## config.mk

```make
export PLATFORM = sky130hd
export DESIGN_NAME = counter_sequencer_flat
export DESIGN_NICKNAME = d
export VERILOG_FILES = /design/src/rtl/counter_sequencer_if.sv /design/src/rtl/counter_sequencer.sv /design/src/flat_wrapper.sv
export SDC_FILE = /design/constraint.sdc
export NUM_CORES = 1
export LEC_CHECK = 0
export CORE_ASPECT_RATIO = 1.1
export CORE_MARGIN = 4
export CORE_UTILIZATION = 35
export DETAILED_ROUTE_END_ITERATION = 6
export PLACE_DENSITY = 0.62
export REMOVE_ABC_BUFFERS = 1
export SLEW_MARGIN = 20
export SYNTH_ARGS = -nofsm -noshare
export SYNTH_HDL_FRONTEND = slang
export SYNTH_SLANG_ARGS = --single-unit
```

## constraint.sdc

```tcl
create_clock -name clk -period 3 [get_ports clk]
set_clock_uncertainty 0.2 [all_clocks]
set_input_delay 0.75 -clock clk [delete_from_list [all_inputs] [get_ports clk]]
set_output_delay 0.75 -clock clk [all_outputs]
set_load 0.01 [all_outputs]
```

## src/rtl/counter_sequencer_if.sv

```systemverilog
`default_nettype none
// ============================================================================
// Module   : counter_sequencer_if
// Brief    : Control/config/status bundle between a host and counter_sequencer.
//            The host drives requests and configuration; the sequencer
//            returns count and status.
// Revision : 1.0 - initial release
// ============================================================================
interface counter_sequencer_if #(
    parameter int WIDTH      = 4,
    parameter int PRESCALE_W = 4
);
    logic                  start;
    logic                  stop;
    logic                  pause;
    logic [WIDTH-1:0]      cfg_period;
    logic [PRESCALE_W-1:0] cfg_prescale;
    logic                  cfg_reload;
    logic                  irq_ack;
    logic [WIDTH-1:0]      count;
    logic                  busy;
    logic                  tick;
    logic                  irq;
    logic [1:0]            state;

    modport master (
        output start, stop, pause, cfg_period, cfg_prescale, cfg_reload, irq_ack,
        input  count, busy, tick, irq, state
    );

    modport slave (
        input  start, stop, pause, cfg_period, cfg_prescale, cfg_reload, irq_ack,
        output count, busy, tick, irq, state
    );
endinterface
`default_nettype wire

```

## src/rtl/counter_sequencer.sv

```systemverilog
`default_nettype none
// ============================================================================
// Module   : counter_sequencer
// Brief    : Prescaled period counter with one-shot / auto-reload modes,
//            pause/resume, abort, terminal-count tick and sticky interrupt.
// Revision : 1.0 - initial release
// ============================================================================
module counter_sequencer #(
    parameter int WIDTH      = 4,
    parameter int PRESCALE_W = 4
) (
    input  wire logic          clk,
    input  wire logic          reset,
    counter_sequencer_if.slave bus
);

    typedef enum logic [1:0] {
        IDLE = 2'b00,
        RUN  = 2'b01,
        HOLD = 2'b10,
        DONE = 2'b11
    } state_t;

    localparam logic [WIDTH-1:0]      C_CNT_ONE = {{(WIDTH-1){1'b0}}, 1'b1};
    localparam logic [PRESCALE_W-1:0] C_PRE_ONE = {{(PRESCALE_W-1){1'b0}}, 1'b1};

    state_t                r_state;
    logic [WIDTH-1:0]      r_count;
    logic [PRESCALE_W-1:0] r_presc;
    logic                  r_tick;
    logic                  r_irq;
    logic [WIDTH-1:0]      r_period;
    logic [PRESCALE_W-1:0] r_prescale;
    logic                  r_reload;

    state_t                w_state_nx;
    logic [WIDTH-1:0]      w_count_nx;
    logic [PRESCALE_W-1:0] w_presc_nx;
    logic                  w_tick_nx;
    logic                  w_irq_nx;
    logic                  w_latch;

    // Register all state; reset clears everything including the latched config.
    always_ff @(posedge clk or negedge reset) begin
        if (!reset) begin
            r_state    <= IDLE;
            r_count    <= '0;
            r_presc    <= '0;
            r_tick     <= 1'b0;
            r_irq      <= 1'b0;
            r_period   <= '0;
            r_prescale <= '0;
            r_reload   <= 1'b0;
        end else begin
            r_state <= w_state_nx;
            r_count <= w_count_nx;
            r_presc <= w_presc_nx;
            r_tick  <= w_tick_nx;
            r_irq   <= w_irq_nx;
            if (w_latch) begin
                r_period   <= bus.cfg_period;
                r_prescale <= bus.cfg_prescale;
                r_reload   <= bus.cfg_reload;
            end
        end
    end

    // Next-state and datapath decisions; stop dominates every other request.
    always_comb begin
        w_state_nx = r_state;
        w_count_nx = r_count;
        w_presc_nx = r_presc;
        w_tick_nx  = 1'b0;
        // A terminal step below overrides this, so a coincident set beats ack.
        w_irq_nx   = r_irq & ~bus.irq_ack;
        w_latch    = 1'b0;

        if (bus.stop) begin
            w_state_nx = IDLE;
            w_count_nx = '0;
            w_presc_nx = '0;
        end else begin
            case (r_state)
                IDLE, DONE: begin
                    if (bus.start) begin
                        w_latch    = 1'b1;
                        w_count_nx = '0;
                        w_presc_nx = '0;
                        w_state_nx = RUN;
                    end
                end
                RUN: begin
                    if (bus.pause) begin
                        // Freeze immediately: the step on this edge is dropped.
                        w_state_nx = HOLD;
                    end else if (r_presc == r_prescale) begin
                        w_presc_nx = '0;
                        if (r_count == r_period) begin
                            w_count_nx = '0;
                            w_tick_nx  = 1'b1;
                            w_irq_nx   = 1'b1;
                            if (!r_reload) begin
                                w_state_nx = DONE;
                            end
                        end else begin
                            w_count_nx = r_count + C_CNT_ONE;
                        end
                    end else begin
                        w_presc_nx = r_presc + C_PRE_ONE;
                    end
                end
                HOLD: begin
                    if (!bus.pause) begin
                        w_state_nx = RUN;
                    end
                end
                default: begin
                    w_state_nx = IDLE;
                end
            endcase
        end
    end

    assign bus.count = r_count;
    assign bus.tick  = r_tick;
    assign bus.irq   = r_irq;
    assign bus.state = r_state;
    assign bus.busy  = (r_state == RUN) || (r_state == HOLD);

endmodule
`default_nettype wire
```

## src/flat_wrapper.sv

```systemverilog
// flat-port wrapper written by rule: the top's interface ports become plain ports
module counter_sequencer_flat 
#(
    parameter int WIDTH      = 4,
    parameter int PRESCALE_W = 4
)
  (clk, reset, bus_start, bus_stop, bus_pause, bus_cfg_period, bus_cfg_prescale, bus_cfg_reload, bus_irq_ack, bus_count, bus_busy, bus_tick, bus_irq, bus_state);
  counter_sequencer_if #(.WIDTH(WIDTH), .PRESCALE_W(PRESCALE_W)) bus_i ();
  input  wire logic clk;
  input  wire logic reset;
  input wire logic [$bits(bus_i.start)-1:0] bus_start;
  input wire logic [$bits(bus_i.stop)-1:0] bus_stop;
  input wire logic [$bits(bus_i.pause)-1:0] bus_pause;
  input wire logic [$bits(bus_i.cfg_period)-1:0] bus_cfg_period;
  input wire logic [$bits(bus_i.cfg_prescale)-1:0] bus_cfg_prescale;
  input wire logic [$bits(bus_i.cfg_reload)-1:0] bus_cfg_reload;
  input wire logic [$bits(bus_i.irq_ack)-1:0] bus_irq_ack;
  output wire logic [$bits(bus_i.count)-1:0] bus_count;
  output wire logic [$bits(bus_i.busy)-1:0] bus_busy;
  output wire logic [$bits(bus_i.tick)-1:0] bus_tick;
  output wire logic [$bits(bus_i.irq)-1:0] bus_irq;
  output wire logic [$bits(bus_i.state)-1:0] bus_state;
  assign bus_i.start = bus_start;
  assign bus_i.stop = bus_stop;
  assign bus_i.pause = bus_pause;
  assign bus_i.cfg_period = bus_cfg_period;
  assign bus_i.cfg_prescale = bus_cfg_prescale;
  assign bus_i.cfg_reload = bus_cfg_reload;
  assign bus_i.irq_ack = bus_irq_ack;
  assign bus_count = bus_i.count;
  assign bus_busy = bus_i.busy;
  assign bus_tick = bus_i.tick;
  assign bus_irq = bus_i.irq;
  assign bus_state = bus_i.state;
  counter_sequencer #(.WIDTH(WIDTH), .PRESCALE_W(PRESCALE_W)) u_core (.clk(clk), .reset(reset), .bus(bus_i));
endmodule
```

==> impl_metrics.py <==
metrics = {
    "pwr": {
        "leakagePower_nw": 0.6294,
        "power-per-cell-area_nw_per_um2": 647.0,
        "max-vdd-ir-drop_v": 0.0003443,
        "power_mw": 0.9213,
    },
    "cts": {
        "cts_buffers": 3,
        "cts.sinks": 21,
        "cts_hold_buf": 0,
        "postCtsSetupRepairBufs": 0,
        "insertion_delay_ns": 0.30,
        "htreeDepth": 1,
        "cts.reportedPaths.clkPinSlew_ns": 0.11,
        "clockBufferDepth": 2,
        "cts_tree": "built",
        "ctsRootBufferMaster": "clkbuf_4",
        "cts-resized-gates": 0,
    },
    "floorplan": {
        "die_area_um2": 4161,
        "coreArea_um2": 3048,
        "die_w_um": 61.87,
        "die_y_um": 67.26,
        "rows": 21,
        "start_util_pct": 36.66,
        "ios": 24,
    },
    "routing": {
        "drc": 0,
        "drt_iter0_markers": 12,
        "drtAntennaViolNets": 0,
        "drt-pass1-iter-count": 4,
        "via_per_inst": 5.185,
        "vias": 814,
        "wl_per_cell_um": 14.04,
        "wl_mm": 2.205,
    },
    "global_route": {
        "overflow": 0,
        "grt_pass1_wl_mm": 3.788,
        "track_usage_pct": 12.14,
        "antenna_found_initial": 0,
        "grt_max_degree": 22,
        "grt_pass1_vias": 872,
    },
    "timing": {
        "fin_crit_ns": 2.699,
        "finalSetupTns_ns": 0,
        "fmax_ghz": 0.3706,
        "layout_setup_ws_ns": 0.3013,
        "finalCritPeriodShare_pct": 89.96,
        "tightest_slew_ns": 0.5075,
        "slew_viol_final": 0,
        "rsz0062_at_grt": "false",
        "relSlewSlack_pct": 66.06,
        "finalHoldViolations": 0,
        "setup_viol": 0,
    },
    "worst_setup_path": {
        "crit_slowest_cell": "clkdlybuf4s50_1",
        "critPathLaunchType": "flip-flop",
        "crit_path_end_kind": "primary output",
        "crit_family": "buffers and inverters",
        "worstPathCellList": "inv_1, ha_1, inv_1, clkdlybuf4s50_1",
        "worst-setup-path-type": "reg2out",
        "critPathMaxFanout": 4,
        "crit_buf_inv": 3,
        "crit_top_cell": "inv_1",
        "cp.arrival_ns": 1.75,
        "crit_required_ns": 2.05,
        "r2r_setup_slack_ns": 0.79,
        "cpPeakStageDelay_ns": 0.53,
    },
    "finish": {
        "drive_gt1_share_pct": 16.26,
        "insertedDiodeCount": 0,
        "n_fill_cell": 285,
        "final_common_cell": "clkdlybuf4s50_1",
        "fin_nets": 143,
        "layout_common_cells": "clkdlybuf4s50_1 (23), dfrtp_1 (21), mux2_2 (9)",
        "area_growth_pct": 27.44,
    },
    "yosys": {
        "synthDistinctLibCells": 34,
        "synthesis.area_um2": 1117,
        "syn-mean-instance-area_um2": 11.76,
        "netlist_instances": 95,
        "ys_ff_latch": 21,
        "ys_seq_area_share_pct": 47.03,
        "ys.warnings.count": 0,
    },
    "run_status": {
        "status": "complete, no violations",
    },
    "placement": {
        "hpwl_mm": 1.714,
        "port_buffers": 23,
        "globalplace.congestion": 0.9248,
        "pre_cts_ws_ns": 0.4777,
    },
    "hold_path": {
        "hold_class": "reg2reg",
    },
    "job": {
        "drv_cap": 0,
    },
}
## synthesized netlist by cell type
master | number | area, um^2
dfrtp_1 | 21 | 525.5
mux2_2 | 9 | 101.4
xor2_1 | 8 | 70.07
nand2_1 | 6 | 22.52
ha_1 | 4 | 50.05
inv_1 | 4 | 15.01
nor2_1 | 4 | 15.01
nor2b_1 | 3 | 18.77
nor3_1 | 3 | 15.01
o21ai_0 | 3 | 15.01
a21o_1 | 2 | 15.01
a21oi_1 | 2 | 10.01
a31o_2 | 2 | 17.52
a32o_1 | 2 | 20.02
nand2b_1 | 2 | 12.51
nand3b_1 | 2 | 15.01
a21boi_0 | 1 | 7.510
a221oi_1 | 1 | 8.760
a311oi_1 | 1 | 8.760
a31oi_1 | 1 | 6.260
and2_1 | 1 | 6.260
and2_4 | 1 | 8.760
and3_1 | 1 | 6.260
mux2_4 | 1 | 15.01
mux2i_1 | 1 | 10.01
nand3_1 | 1 | 5.000
nor4_1 | 1 | 6.260
nor4_4 | 1 | 21.27
nor4b_1 | 1 | 8.760
o311ai_0 | 1 | 8.760
o311ai_1 | 1 | 8.760
o32ai_1 | 1 | 8.760
o41ai_4 | 1 | 27.53
or2_2 | 1 | 6.260
## worst paths after layout
| check | startpoint | to | depth (start not counted) |
|---|---|---|---|
| min in group asynchronous | reset | u_core.bus.count[0]$_DFFE_PN0P_ | 2 |
| worst min register to register | u_core.r_reload$_DFFE_PN0P_ | u_core.r_reload$_DFFE_PN0P_ | 1 |
| worst min-delay path | u_core.r_reload$_DFFE_PN0P_ | u_core.r_reload$_DFFE_PN0P_ | 1 |
| max in group asynchronous | reset | u_core.r_prescale[3]$_DFFE_PN0P_ | 2 |
| worst max register to register | u_core.bus.state[0]$_DFFE_PN0P_ | u_core.bus.count[0]$_DFFE_PN0P_ | 6 |
| worst max-delay path | u_core.bus.state[0]$_DFFE_PN0P_ | bus_busy | 4 |
## cells by family (layout without fill, tap and decap cells)
group / Yosys count / after routing / synth area share, %
and+or+nand+nor: 28 / 28 / 15.01
DFF: 21 / 21 / 47.03
AOI/OAI and AO/OA: 19 / 19 / 14.56
muxes: 11 / 11 / 11.31
xor gates and xnor gates: 8 / 8 / 6.271
adders and majority gates: 4 / 4 / 4.479
buffers and inverters: 4 / 32 / 1.343
## layout make-up
class | count | area (um^2) | area share (%)
Multi-Input combinational cell | 70 | 576.8 | 40.51
Timing Repair Buffer | 24 | 237.7 | 16.70
Inverter | 4 | 15.01 | 1.054
Sequential cell | 21 | 525.5 | 36.91
Tap cell | 34 | 42.54 | 2.988
Clock buffer | 4 | 26.28 | 1.845
## power by group
part,switching (mW),leakage (nW),internal (mW)
clock,0.0803,0.0150,0.0517
sequential,0.0592,0.271,0.356
combinational,0.184,0.344,0.189
total,0.324,0.629,0.597
## per-layer routing
metal | global-route usage (%) | up-vias | share of wire (%)
li1 | - | 408 | -
met5 | 0 | - | 0
met2 | 21.20 | 11 | 51
met3 | 3.250 | 2 | 3.1
met1 | 14.46 | 393 | 45
met4 | 3.183 | 0 | 0.41
## flip-flops by register name, summed over array words and instances, names as in the netlist
name / cells
u_core.bus.irq: 1
u_core.r_reload: 1
u_core.bus.state: 2
u_core.bus.tick: 1
u_core.r_presc: 4
u_core.r_prescale: 4
u_core.r_period: 4
u_core.bus.count: 4
## metrics by stage
stage | std cells | instance area (um^2) | hold WS, ns | util (%)
6_report | 157 | 1424 | 0.3097 | 46.72
5_1_grt | 157 | 1424 | 0.3467 | 46.72
4_1_cts | 157 | 1424 | 0.3169 | 46.72
3_5_place_dp | 153 | 1398 | 0.2906 | 45.85
3_3_place_gp | 153 | 1398 | 0.2917 | 45.85
2_1_floorplan | 95 | 1117 | 0.2544 | -
No activity file was read; power rests on OpenSTA's default activity.
==> edit 1: new RTL, config.mk and constraints unchanged <==
Make the reset (`reset`) synchronous in one clocked block.
--- a/src/rtl/counter_sequencer.sv
+++ b/src/rtl/counter_sequencer.sv
@@ -42,5 +42,5 @@
 
     // Register all state; reset clears everything including the latched config.
-    always_ff @(posedge clk or negedge reset) begin
+    always_ff @(posedge clk) begin
         if (!reset) begin
             r_state    <= IDLE;
Behaviour: differs if reset is asserted again (counterexample within 4 cycles, from zero or initial values and one cycle with reset low); with reset held inactive, the same outputs for 10 cycles.
==> edit 1 against the original RTL <==
Sequential cell count is the same; count of clock-buffer cells in the layout shrank 1; area after synthesis shrank 1.2%; cell area shrank 1.8%; wire length grew 6.0%; critical path type unchanged; setup slack gained 22 ps.
Power is not compared: it rests on default switching activity, and its combinational part moved more than twofold at a synthesized area within 25%.
==> edit 1: results <==
metrics = {
    "global_route": {
        "grt_max_degree": 13,
        "globalRouteMet2Util_pct": 20.9,
        "groute.usage.overall_pct": 12.6,
        "grt_pass1_wl_mm": 3.98,
        "grt_pass1_vias": 876,
        "met1_usage_pct": 16.7,
        "gr-usage-met3_pct": 2.52,
    },
    "layout": {
        "nNetsFinal": 160,
        "fillers": 294,
        "drive_gt1_share_pct": 7.14,
    },
    "place": {
        "dpl.hpwl_mm": 1.83,
        "place_ws_ps": 482,
        "port_buffers": 23,
        "place_congestion": 0.847,
    },
    "setup_path": {
        "crit_fanout": 5,
        "r2r-start": "u_core.bus.state[0]$_SDFFE_PP0P_",
        "arrival_ps": 1730,
    },
    "yosys": {
        "synthTopCellsByArea": "dfxtp_1 (38%), mux2i_1 (10%), xor2_1 (7.1%), nor2b_1 (6.2%), ha_1 (4.5%)",
        "yosysUniqueCellTypes": 30,
        "synthArstFlopShare_pct": 0,
        "ys.flop_type": "dfxtp_1",
        "ys_seq_area_share_pct": 38.1,
        "netlist_top_cells_count": "dfxtp_1 (21), mux2i_1 (11), nor2b_1 (11)",
    },
    "outcome": {
        "status": "finished, final reports clean",
    },
    "sta": {
        "tightestPinTransition_ps": 619,
    },
    "drt": {
        "drtIter0Drc": 37,
        "vias_per_cell": 5.36,
        "routed_wl_mm": 2.34,
    },
    "cts": {
        "clk_pin_slew_ps": 130,
        "post_cts_buffers": 0,
        "htree_levels": 1,
    },
    "min_path": {
        "hp-start": "u_core.bus.irq$_SDFF_PN0_",
    },
    "pwr": {
        "p_leak_nw": 0.582,
    },
}
==> edit 1: changes by cell type in the layout (fill, tap and decap cells not counted), moves of 4 or more <==
| cell | change |
|---|---|
| a21oi_1 | +4 |
| dfrtp_1 | -21 |
| mux2_2 | -9 |
| nor2b_1 | +8 |
| mux2i_1 | +10 |
| dfxtp_1 | +21 |
==> edit 1: layout make-up <==
| cell class | instances | area share, % |
|---|---|---|
| clock buffers | 3 | 1.61 |
| clock inverters | 1 | 0.358 |
| inverters | 3 | 0.805 |
| multi-input cells | 87 | 46.6 |
| flip-flops and latches | 21 | 30.1 |
| well taps | 34 | 3.04 |
| repair buffers | 25 | 17.5 |
==> edit 1: cell families (layout without fill, tap and decap cells) <==
family                     Yosys count  in the layout  synth area share, %
and+or+nand+nor                     43             43                 23.6
DFF                                 21             21                 38.1
AOI/OAI and AO/OA                   18             18                 11.6
xor gates and xnor gates            11             11                 9.41
muxes                               11             11                 9.98
buffers and inverters                7             32                 2.83
adders and majority gates            4              4                 4.54
==> edit 1: worst paths after layout <==
kind                                            to  slack [ps]  cells past startpoint
hold reg to reg          u_core.bus.irq$_SDFF_PN0_         300                      2
hold / removal           u_core.bus.irq$_SDFF_PN0_         300                      2
setup reg to reg  u_core.bus.count[3]$_SDFFE_PP0P_         920                      6
setup / recovery                          bus_busy         320                      4
==> edit 1: worst min-delay path, stage by stage, from the launching register on <==
cell	delay [ps]
dfxtp_1	330
nand3b_1	80
o31ai_1	60
==> edit 1: per-layer routing <==
metal / vias to the layer above / share of wire, %
met1: 440 / 48
met3: 2 / 4.6
met4: 0 / 0.64
met5: - / 0
met2: 25 / 47
li1: 466 / -
==> edit 1: per-stage QoR <==
step / util [%] / hold slack [ps] / area (um2) / cells / power (W)
after floorplan: - / 267 / 1080 / 111 / 0.000365
after global placement: 45.0 / 289 / 1370 / 170 / 0.000408
after global routing: 45.9 / 330 / 1400 / 174 / 0.000572
after detailed placement: 45.0 / 286 / 1370 / 170 / 0.000411
after CTS: 45.9 / 303 / 1400 / 174 / 0.000545
final: 45.9 / 298 / 1400 / 174 / 0.000543
==> edit 1: power groups by stage <==
| stage | clock [W] | combinational, W | sequential (W) |
|---|---|---|---|
| 3_3_place_gp | 0 | 0.000107 | 0.000301 |
| 4_1_cts | 0.000140 | 0.000109 | 0.000296 |
| 3_5_place_dp | 0 | 0.000109 | 0.000302 |
| 5_1_grt | 0.000156 | 0.000119 | 0.000297 |
| 6_report | 0.000140 | 0.000108 | 0.000295 |
| 2_1_floorplan | 0 | 0.0000647 | 0.000301 |
==> edit 2: new RTL, config.mk and constraints unchanged <==
Made on the original files. `PRESCALE_W` is set to 4 in 3 places; all go to 5.
--- a/src/rtl/counter_sequencer_if.sv
+++ b/src/rtl/counter_sequencer_if.sv
@@ -9,5 +9,5 @@
 interface counter_sequencer_if #(
     parameter int WIDTH      = 4,
-    parameter int PRESCALE_W = 4
+    parameter int PRESCALE_W = 5
 );
     logic                  start;
--- a/src/rtl/counter_sequencer.sv
+++ b/src/rtl/counter_sequencer.sv
@@ -8,5 +8,5 @@
 module counter_sequencer #(
     parameter int WIDTH      = 4,
-    parameter int PRESCALE_W = 4
+    parameter int PRESCALE_W = 5
 ) (
     input  wire logic          clk,
--- a/src/flat_wrapper.sv
+++ b/src/flat_wrapper.sv
@@ -3,5 +3,5 @@
 #(
     parameter int WIDTH      = 4,
-    parameter int PRESCALE_W = 4
+    parameter int PRESCALE_W = 5
 )
   (clk, reset, bus_start, bus_stop, bus_pause, bus_cfg_period, bus_cfg_prescale, bus_cfg_reload, bus_irq_ack, bus_count, bus_busy, bus_tick, bus_irq, bus_state);
Interface: changed (resized bus_cfg_prescale); port bits go from 24 to 25. No check against the original RTL was run, so the function may have changed too.
==> edit 2 against the original RTL <==
Final cell count up 16%; clock power up 5%; power up 2.5%; setup slack better by 9.8 ps; sequential cell count up 2; cell area up 7.7%; global-route usage down 1.2 points; first-iteration DRC count rose to 5.9 times the old value; wire length down 1.5%; area after synthesis up 7.5%; via count up 4.7%; fmax up 0.36%; largest cell class unchanged.
==> edit 2: results <==
metrics = {
    "pwr": {
        "combPwrFrac_pct": 37.9,
        "switchingPower_w": 0.000315,
        "p_leak_nw": 0.668,
        "clk-power_w": 0.000138,
        "max-vdd-ir-drop_mv": 0.352,
    },
    "setup_path": {
        "r2r_cells": 7,
        "ff2ff_setup_slack_ps": 820,
        "r2r-end": "u_core.bus.count[2]$_DFFE_PN0P_",
        "crit_fanout": 4,
    },
    "drt": {
        "wl_per_cell_um": 11.9,
        "drtIter0Drc": 71,
        "vias": 852,
        "met2_length_mm": 1.07,
        "wl_met3_um": 146,
        "drt-met1-wl_um": 949,
        "vias_per_cell": 4.68,
    },
    "layout": {
        "nNetsFinal": 155,
        "drive_gt1_share_pct": 15.7,
    },
    "global_route": {
        "grt_max_degree": 24,
        "groute.usage.overall_pct": 10.9,
        "grt_pass1_wl_mm": 3.88,
    },
    "yosys": {
        "yosysUniqueCellTypes": 28,
        "ys_seq_area_share_pct": 47.9,
        "netlist_top_cells_count": "dfrtp_1 (23), xor2_1 (12), mux2_2 (10)",
        "synthTopCellsByArea": "dfrtp_1 (48%), mux2_2 (9.4%), xor2_1 (8.8%), ha_1 (4.2%), mux2i_1 (2.5%)",
        "netlist_instances": 106,
    },
    "min_path": {
        "hp-start": "u_core.bus.irq$_DFF_PN0_",
    },
    "place": {
        "place_ws_ps": 376,
        "dpl.hpwl_mm": 1.67,
        "placed_area_um2": 1510,
        "port_buffers": 24,
        "dp.cells": 178,
        "place_congestion": 0.754,
    },
    "sta": {
        "whs_ps": 294,
        "tightestPinTransition_ps": 411,
        "max_freq_ghz": 0.372,
    },
    "cts": {
        "post_cts_resized": 0,
    },
    "outcome": {
        "status": "finished, final reports clean",
    },
}
## edit 2: cell count changes after synthesis, moves of 3 or more
cell     change
xor2_1       +4
nor2b_1      -3
inv_1        +3
nor3_1       -3
nor2_1       +3
nand3_1      +5
## edit 2: cell families after synthesis
kind of cell	after synthesis	share of synthesized area [%]
simple gates	33	15.0
flops	23	47.9
xor+xnor	13	9.48
mux	13	11.9
compound gates	11	8.65
buf+inv	9	2.92
fa+ha+maj	4	4.17
## edit 2: cell type report
type	count	area, um2
clock buffer	4	26.3
fill	320	1800
inverter	7	26.3
multi-input combinational	74	591
sequential	23	576
tap	48	60.1
timing repair buffer	26	255
## edit 2: metal layers
metal	global-route usage [%]	vias up
met5	0	-
met4	1.44	0
met3	3.73	2
met2	17.9	21
met1	14.1	408
li1	-	421
